==> config.mk <==
export PLATFORM = sky130hd
export DESIGN_NAME = fifo_ctrl_512x8b_flat
export DESIGN_NICKNAME = d
export VERILOG_FILES = /design/src/rtl/fifo_ctrl_512x8b_if.sv /design/src/rtl/fifo_ctrl_512x8b.sv /design/src/flat_wrapper.sv
export SDC_FILE = /design/constraint.sdc
export NUM_CORES = 1
export LEC_CHECK = 0
export CORE_ASPECT_RATIO = 1.2
export CORE_MARGIN = 8
export CORE_UTILIZATION = 45
export CTS_CLUSTER_DIAMETER = 50
export DETAILED_ROUTE_END_ITERATION = 16
export PLACE_DENSITY = 0.76
export SKIP_CTS_REPAIR_TIMING = 1
export SYNTH_ARGS = -nofsm -noshare
export SYNTH_HDL_FRONTEND = slang
export SYNTH_SLANG_ARGS = --single-unit
==> constraint.sdc <==
create_clock -name i_clk -period 3.9 [get_ports i_clk]
set_input_delay 0.585 -clock i_clk [delete_from_list [all_inputs] [get_ports i_clk]]
set_output_delay 0.585 -clock i_clk [all_outputs]
set_load 0.05 [all_outputs]
==> src/rtl/fifo_ctrl_512x8b_if.sv <==
// Producer/consumer handshake bundle for fifo_ctrl_512x8b.
// slave = the FIFO controller, master = the producer/consumer side.
interface fifo_ctrl_512x8b_if;
  logic       i_push_valid;
  logic [7:0] i_push_data;
  logic       o_push_ready;
  logic       o_pop_valid;
  logic [7:0] o_pop_data;
  logic       i_pop_ready;

  modport slave (
    input  i_push_valid, i_push_data, i_pop_ready,
    output o_push_ready, o_pop_valid, o_pop_data
  );

  modport master (
    output i_push_valid, i_push_data, i_pop_ready,
    input  o_push_ready, o_pop_valid, o_pop_data
  );
endinterface

==> src/rtl/fifo_ctrl_512x8b.sv <==
// FWFT byte FIFO controller in front of a 512x8 RAM with a 1-cycle registered read
// and a two-entry head/skid output stage. Optional level counter: FIFO_LEVEL_EN.
module fifo_ctrl_512x8b #(
  parameter int DEPTH_LOG2 = 9
) (
  input  logic                  i_clk,
  input  logic                  i_nrst,
  fifo_ctrl_512x8b_if.slave     bus,
  output logic                  o_mem_we,
  output logic [DEPTH_LOG2-1:0] o_mem_waddr,
  output logic [7:0]            o_mem_wdata,
  output logic [DEPTH_LOG2-1:0] o_mem_raddr,
  input  logic [7:0]            i_mem_rdata,
  output logic [9:0]            o_level
);
  localparam int PW = DEPTH_LOG2 + 1;

  logic [PW-1:0] r_wptr;
  logic [PW-1:0] r_rptr;
  logic          r_rd_pend;
  logic [1:0]    r_stage_cnt;
  logic [7:0]    r_head;
  logic [7:0]    r_skid;

  logic [PW-1:0] w_ram_cnt;
  logic          w_ram_full;
  logic          w_ram_empty;
  logic          w_push_fire;
  logic          w_pop_fire;
  logic [2:0]    w_occ;
  logic          w_issue;
  logic [1:0]    w_cnt_after_pop;
  logic          w_load_head;
  logic          w_load_skid;
  logic          w_shift;

  // Occupancy never exceeds 2^DEPTH_LOG2, so the top bit alone flags full.
  assign w_ram_cnt   = r_wptr - r_rptr;
  assign w_ram_full  = w_ram_cnt[DEPTH_LOG2];
  assign w_ram_empty = (r_wptr == r_rptr);

  assign w_push_fire = bus.i_push_valid && !w_ram_full;
  assign w_pop_fire  = bus.i_pop_ready && (r_stage_cnt != 2'd0);

  // Stage slots already committed (held + in flight) once this cycle's pop leaves.
  assign w_occ   = {1'b0, r_stage_cnt} + {2'b00, r_rd_pend} - {2'b00, w_pop_fire};
  assign w_issue = !w_ram_empty && (w_occ < 3'd2);

  assign w_cnt_after_pop = r_stage_cnt - {1'b0, w_pop_fire};
  assign w_load_head     = r_rd_pend && (w_cnt_after_pop == 2'd0);
  assign w_load_skid     = r_rd_pend && (w_cnt_after_pop != 2'd0);
  assign w_shift         = w_pop_fire && (r_stage_cnt == 2'd2);

  always_ff @(posedge i_clk or negedge i_nrst) begin
    if (!i_nrst) begin
      r_wptr      <= '0;
      r_rptr      <= '0;
      r_rd_pend   <= 1'b0;
      r_stage_cnt <= 2'd0;
      r_head      <= 8'h00;
    end else begin
      if (w_push_fire) r_wptr <= r_wptr + 1'b1;
      if (w_issue)     r_rptr <= r_rptr + 1'b1;
      r_rd_pend   <= w_issue;
      r_stage_cnt <= r_stage_cnt - {1'b0, w_pop_fire} + {1'b0, r_rd_pend};
      if (w_load_head)  r_head <= i_mem_rdata;
      else if (w_shift) r_head <= r_skid;
    end
  end

  // Skid contents are only meaningful while stage_cnt says so; no reset needed.
  always_ff @(posedge i_clk) begin
    if (w_load_skid) r_skid <= i_mem_rdata;
  end

  assign bus.o_push_ready = !w_ram_full;
  assign bus.o_pop_valid  = (r_stage_cnt != 2'd0);
  assign bus.o_pop_data   = r_head;

  assign o_mem_we    = w_push_fire;
  assign o_mem_waddr = r_wptr[DEPTH_LOG2-1:0];
  assign o_mem_wdata = bus.i_push_data;
  assign o_mem_raddr = r_rptr[DEPTH_LOG2-1:0];

`ifdef FIFO_LEVEL_EN
  localparam logic [9:0] CAP = 10'((2 ** DEPTH_LOG2) + 2);
  logic [9:0] r_level;

  always_ff @(posedge i_clk or negedge i_nrst) begin
    if (!i_nrst) begin
      r_level <= 10'd0;
    end else if (w_push_fire && !w_pop_fire && (r_level != CAP)) begin
      r_level <= r_level + 10'd1;
    end else if (w_pop_fire && !w_push_fire) begin
      r_level <= r_level - 10'd1;
    end
  end

  assign o_level = r_level;
`else
  assign o_level = 10'd0;
`endif
endmodule

==> src/flat_wrapper.sv <==
// flat-port wrapper written by rule: the top's interface ports become plain ports
module fifo_ctrl_512x8b_flat 
#(
  parameter int DEPTH_LOG2 = 9
)
  (i_clk, i_nrst, o_mem_we, o_mem_waddr, o_mem_wdata, o_mem_raddr, i_mem_rdata, o_level, bus_i_push_valid, bus_i_push_data, bus_i_pop_ready, bus_o_push_ready, bus_o_pop_valid, bus_o_pop_data);
  fifo_ctrl_512x8b_if bus_i ();
  input  logic i_clk;
  input  logic i_nrst;
  output logic o_mem_we;
  output logic [DEPTH_LOG2-1:0] o_mem_waddr;
  output logic [7:0] o_mem_wdata;
  output logic [DEPTH_LOG2-1:0] o_mem_raddr;
  input  logic [7:0] i_mem_rdata;
  output logic [9:0] o_level;
  input wire logic [$bits(bus_i.i_push_valid)-1:0] bus_i_push_valid;
  input wire logic [$bits(bus_i.i_push_data)-1:0] bus_i_push_data;
  input wire logic [$bits(bus_i.i_pop_ready)-1:0] bus_i_pop_ready;
  output wire logic [$bits(bus_i.o_push_ready)-1:0] bus_o_push_ready;
  output wire logic [$bits(bus_i.o_pop_valid)-1:0] bus_o_pop_valid;
  output wire logic [$bits(bus_i.o_pop_data)-1:0] bus_o_pop_data;
  assign bus_i.i_push_valid = bus_i_push_valid;
  assign bus_i.i_push_data = bus_i_push_data;
  assign bus_i.i_pop_ready = bus_i_pop_ready;
  assign bus_o_push_ready = bus_i.o_push_ready;
  assign bus_o_pop_valid = bus_i.o_pop_valid;
  assign bus_o_pop_data = bus_i.o_pop_data;
  fifo_ctrl_512x8b #(.DEPTH_LOG2(DEPTH_LOG2)) u_core (.i_clk(i_clk), .i_nrst(i_nrst), .bus(bus_i), .o_mem_we(o_mem_we), .o_mem_waddr(o_mem_waddr), .o_mem_wdata(o_mem_wdata), .o_mem_raddr(o_mem_raddr), .i_mem_rdata(i_mem_rdata), .o_level(o_level));
endmodule
==> qor.yml <==
cts-root-buf: "clkbuf_8"
die_x_um: 82.4
rows: 29
ir_worst_vdd_mv: 0.713
numCtsBuffers: 5
path_buf_inv: 2
rsz0062_at_grt: "false"
ant_nets: 0
setup-tns-final_ns: 0
drt_iter0_markers: 36
worst_ep_arrival_time_ns: 2.69
wl_met2_mm: 2.26
path_class: "flop to primary output"
path_delay_family: "compound AO/OA/AOI/OAI gates"
start_util_pct: 45.9
end_kind: "primary output"
vias_per_cell: 5.02
p_comb_share_pct: 58.0
drv_cap: 0
cp-start-kind: "flop"
utilization_pct: 53.6
finalHoldViolations: 0
grt_overflow: 0
whs_ns: 0.547
p_sw_mw: 1.23
synth.cell_area_um2: 2380
vias: 1546
cpMaxStageDelayCell: "a2111oi_2"
hpwl_mm: 3.50
postSynthAreaPerCell_um2: 10.6
gp_routability_congestion: 0.761
met3_length_um: 390
finalSetupViolCount: 0
total_leakage_power_nw: 1.28
clock_skew_ns: 0.00473
ys_async_sr_fraction_pct: 79.5
top_layer: "met4"
wirelength_mm: 4.56
worstMarginPinSlew_ns: 0.706
grt_max_degree: 32
cts.path.max_buffers: 2
p_seq_share_pct: 27.2
dr.pass1.iters: 4
clk_pin_slew_ns: 0.08
internal_power_mw: 1.44
critPathMaxStageDelay_ns: 0.70
die_area_um2: 7890
post-place-cells: 300
synth.yosys.seq_area_share_pct: 42.6
final.min_clock_period_ns: 3.28
hp-class: "flop to flop"
layout-drive-gt1-share_pct: 8.54
crit_required_ns: 3.31
synth-edff-count: 8
yosysWarnings: 0
maxSlewHeadroom_pct: 52.8
drc: 0
total_power_mw: 2.67
final_max_slew_viol_count: 0
dpl_cell_area_um2: 2650
grtUsageTotal_pct: 12.3
cts_tree: "yes"
period_share_pct: 84.1
antenna_found_initial: 0
grt_pass1_vias: 1674
clock-sinks: 39
critical_path.cell_chain: "inv_1, ha_1, a21oi_1, o21ai_0, a2111oi_2, mux2i_2, buf_12"
setup_ws_ns: 0.620
power_density_nw_per_um2: 961
htreeDepth: 2
diodes: 0
core_um2: 5190
clock_latency_ns: 0.29
multiInputGateArea_um2: 1060
clkPwrFrac_pct: 14.9
sw_frac_of_total_pct: 46.1
fin_area_um2: 2780
yosysUniqueCellTypes: 35
most-common-layout-cells: "clkdlybuf4s50_1 (38), dfrtp_1 (31), mux2i_1 (15)"
status: "completed"
critPathMaxFanout: 5
die_h_um: 95.7
wl_per_cell_um: 14.8
io_pins: 67
num-nets-final: 279
grt_pass1_wl_mm: 7.61
place_ws_ns: 0.885
area_growth_pct: 16.7
synth_flop_cell: "dfrtp_1"
final_cell_count_no_fill: 308
io_buffers: 40
fmax_mhz: 305
ys_ff_latch: 39
n_fill_cell: 470
regArea_um2: 1020
wirelength_met1_mm: 1.85
rrSetupSlack_ns: 1.16
syn_inst: 225
final_common_cell: "clkdlybuf4s50_1"
==> synthesized netlist by cell type (all sizes together), types with 2 or more instances <==
| cell type | count | share of area [%] |
|---|---|---|
| a21oi | 10 | 2.1 |
| and3 | 5 | 1.3 |
| buf | 37 | 12 |
| clkbuf | 2 | 0.32 |
| dfrtp | 31 | 33 |
| edfxtp | 8 | 10 |
| ha | 13 | 6.8 |
| inv | 13 | 2.0 |
| mux2i | 16 | 6.9 |
| nand2 | 10 | 1.6 |
| nand3 | 12 | 2.5 |
| nand4 | 10 | 2.6 |
| nor2 | 12 | 1.9 |
| nor3 | 2 | 0.42 |
| o21ai | 4 | 0.84 |
| xnor2 | 15 | 6.1 |
| xor2 | 10 | 3.7 |
==> power groups by stage <==
stage	Combinational, mW	Clock, mW	Sequential, mW
finish	1.55	0.398	0.726
detailed placement	1.56	0	0.736
global route	1.67	0.418	0.753
CTS	1.57	0.406	0.729
global placement	1.54	0	0.725
floorplan	1.09	0	0.849
==> cell type report <==
type                            instances  area share [%]
Multi-Input combinational cell        143            38.2
Sequential cell                        39            36.5
Timing Repair Buffer                   43            15.9
Tap cell                               62            2.79
Clock buffer                            6            2.61
Clock inverter                          2            2.16
Inverter                               13            1.75
==> layer usage <==
layer | global-route usage [%] | up-vias
met4 | 4.11 | 0
met3 | 3.64 | 6
met1 | 13.9 | 732
met2 | 21.4 | 42
met5 | 0 | -
li1 | - | 766
==> cells by family (layout without fill, tap and decap cells) <==
family                   after synthesis  after routing  synth area share [%]
flip-flops                            39             39                  42.6
buffers and inverters                 52             64                  14.2
AO/OA/AOI/OAI                         19             19                  5.46
XOR/XNOR                              25             25                  9.82
AND/OR/NAND/NOR                       58             58                  12.6
adder cells (fa/ha/maj)               14             14                  7.66
multiplexers                          17             17                  7.51
other                                  1             10                 0.157
==> worst reg2reg max path, cell delays in order (launching register included) <==
cell     delay, ns
dfrtp_1       0.46
or2_2         0.34
and2_1        0.17
nor2b_1       0.14
fa_1          0.41
xnor2_1       0.14
nand2_1       0.08
a31o_4        0.23
or4b_4        0.52
xnor2_2       0.14
==> registers in the layout (all words and copies together) (netlist names) <==
name,cells
u_core.bus.o_pop_data,8
u_core.r_rptr,10
u_core.r_stage_cnt,2
u_core.r_skid,8
u_core.r_rd_pend,1
u_core.r_wptr,10
==> worst paths after layout <==
path                                                      start                              endpoint  cells after the start
worst min-delay path               u_core.r_rptr[6]$_DFFE_PN0P_          u_core.r_rptr[6]$_DFFE_PN0P_                      1
min in group asynchronous                                i_nrst  u_core.bus.o_pop_data[2]$_DFFE_PN0P_                      2
worst max-delay path               u_core.r_rptr[4]$_DFFE_PN0P_                              o_mem_we                      7
worst max register to register  u_core.r_stage_cnt[1]$_DFF_PN0_          u_core.r_rptr[8]$_DFFE_PN0P_                      9
worst min register to register     u_core.r_rptr[6]$_DFFE_PN0P_          u_core.r_rptr[6]$_DFFE_PN0P_                      1
max in group asynchronous                                i_nrst          u_core.r_rptr[9]$_DFFE_PN0P_                      2
Power figures use the tool's default switching activity.
==> edit, RTL diff (same flow settings) <==
`DEPTH_LOG2` is set to 9 in 2 places; all go to 8.
--- a/src/rtl/fifo_ctrl_512x8b.sv
+++ b/src/rtl/fifo_ctrl_512x8b.sv
@@ -1,7 +1,7 @@
 // FWFT byte FIFO controller in front of a 512x8 RAM with a 1-cycle registered read
 // and a two-entry head/skid output stage. Optional level counter: FIFO_LEVEL_EN.
 module fifo_ctrl_512x8b #(
-  parameter int DEPTH_LOG2 = 9
+  parameter int DEPTH_LOG2 = 8
 ) (
   input  logic                  i_clk,
   input  logic                  i_nrst,
--- a/src/flat_wrapper.sv
+++ b/src/flat_wrapper.sv
@@ -1,7 +1,7 @@
 // flat-port wrapper written by rule: the top's interface ports become plain ports
 module fifo_ctrl_512x8b_flat 
 #(
-  parameter int DEPTH_LOG2 = 9
+  parameter int DEPTH_LOG2 = 8
 )
   (i_clk, i_nrst, o_mem_we, o_mem_waddr, o_mem_wdata, o_mem_raddr, i_mem_rdata, o_level, bus_i_push_valid, bus_i_push_data, bus_i_pop_ready, bus_o_push_ready, bus_o_pop_valid, bus_o_pop_data);
   fifo_ctrl_512x8b_if bus_i ();
Interface: changed (resized o_mem_raddr and o_mem_waddr); port bits go from 67 to 65. No check against the original RTL was run, so the function may have changed too.
==> edit against the unedited design <==
Total power decreased by 21%; routed wire length decreased by 12%; sequential power decreased by 11%; design area decreased by 9.4%; combinational power decreased by 30%; sequential cell count decreased by 2; clock skew about the same; area after synthesis decreased by 10%; setup slack got worse by 0.13 ns; final cell count decreased by 11%; largest power group unchanged.
==> edit: results (changes against the unedited design) <==
* Vias at 1339 (was 1546)
* Sequential area share after synthesis at 45.07% (was 42.62%)
* Non-Clock Buffer Area Fraction at 15.69% (was 15.92%)
* Total Wirelength at 4000 um (was 4555 um)
* Pint at 1.188 mW (was 1.441 mW)
* Outcome: finished, final reports clean (unchanged)
* Share of layout cells above drive strength 1 at 11.11% (was 8.537%)
* Hpwl dp at 3067 um (was 3501 um)
* First-pass GRT wire length at 6803 um (was 7610 um)
* Critical-path maximum fanout at 9 (was 5)
* Gr usage total at 11.60% (was 12.29%)
* Met2 routed WL at 2017 um (was 2255 um)
* Met2 Usage GRT at 20.38% (was 21.39%)
* Netlist cell types at 36 (was 35)
* Crit. Startpoint: u_core.r_rptr[3]$_DFFE_PN0P_ (was u_core.r_rptr[4]$_DFFE_PN0P_)
* Worst r2r dst: u_core.r_rptr[5]$_DFFE_PN0P_ (was u_core.r_rptr[8]$_DFFE_PN0P_)
* Inverters at 11 (was 13)
* Hold wc startpoint: u_core.r_wptr[8]$_DFFE_PN0P_ (was u_core.r_rptr[6]$_DFFE_PN0P_)
* CP max-delay cell: clkdlybuf4s50_1 (was a2111oi_2)
* Global Route met3 Usage at 3.353% (was 3.645%)
* Hold Slack at 0.5165 ns (was 0.5465 ns)
* Top post-synthesis cells by area: dfrtp_1 (34%), buf_4 (12%), edfxtp_1 (11%), ha_1 (7.0%), xnor2_1 (4.5%) (was dfrtp_1 (33%), buf_4 (11%), edfxtp_1 (10%), ha_1 (6.8%), mux2i_1 (6.3%))
* Reg2Reg Setup Slack at 1.27 ns (was 1.16 ns)
* Placer congestion estimate at 0.7692 (was 0.7607)
* Routed metal-1 wirelength at 1668 um (was 1846 um)
* # fillers at 424 (was 470)
* Multi-input gate count at 120 (was 143)
* Multi-input combinational area share at 36.15% (was 38.24%)
* Sink of the worst hold path: u_core.r_wptr[8]$_DFFE_PN0P_ (was u_core.r_rptr[6]$_DFFE_PN0P_)
* PortBufs at 38 (was 40)
* Nets at 248 (was 279)
* Met3 wire len at 258 um (was 390 um)
* Slowest stage delay, CP at 0.72 ns (was 0.70 ns)
* Met1 global-route usage at 12.77% (was 13.86%)
* Largest regs: u_core.r_rptr (9), u_core.r_wptr (9) (was u_core.r_rptr (10), u_core.r_wptr (10))
* Sequential cell area share at 38.33% (was 36.53%)
* Worst VDD drop at 357.3 uV (was 712.9 uV)
* Initial DRC Count at 52 (was 36)
* Pin count of the biggest net entering global routing at 30 (was 32)
-- edit: metrics by stage --
step / worst slack (ns) / total power, mW / instances / area (um^2)
floorplan: 1.300 / 1.513 / 203 / 2177
global placement: 0.8470 / 1.721 / 266 / 2386
detailed placement: 0.7803 / 1.753 / 266 / 2386
CTS: 0.4666 / 2.156 / 274 / 2520
global route: 0.3298 / 2.259 / 274 / 2520
finish: 0.4907 / 2.126 / 274 / 2520
-- edit: cell families after synthesis --
group           after synthesis  share of synthesized area, %
simple gates                 48                         12.67
buf+inv                      46                         14.01
flops                        37                         45.07
xor+xnor                     21                         8.932
compound gates               19                         6.771
fa+ha+maj                    13                         7.939
mux                           9                         4.437
other cells                   1                        0.1750
-- edit: power by group through the flow --
stage | combinational, mW | clock (mW) | sequential [mW]
floorplan | 0.732 | 0 | 0.781
global placement | 1.07 | 0 | 0.647
detailed placement | 1.10 | 0 | 0.654
CTS | 1.11 | 0.398 | 0.647
global route | 1.18 | 0.418 | 0.663
finish | 1.09 | 0.389 | 0.644
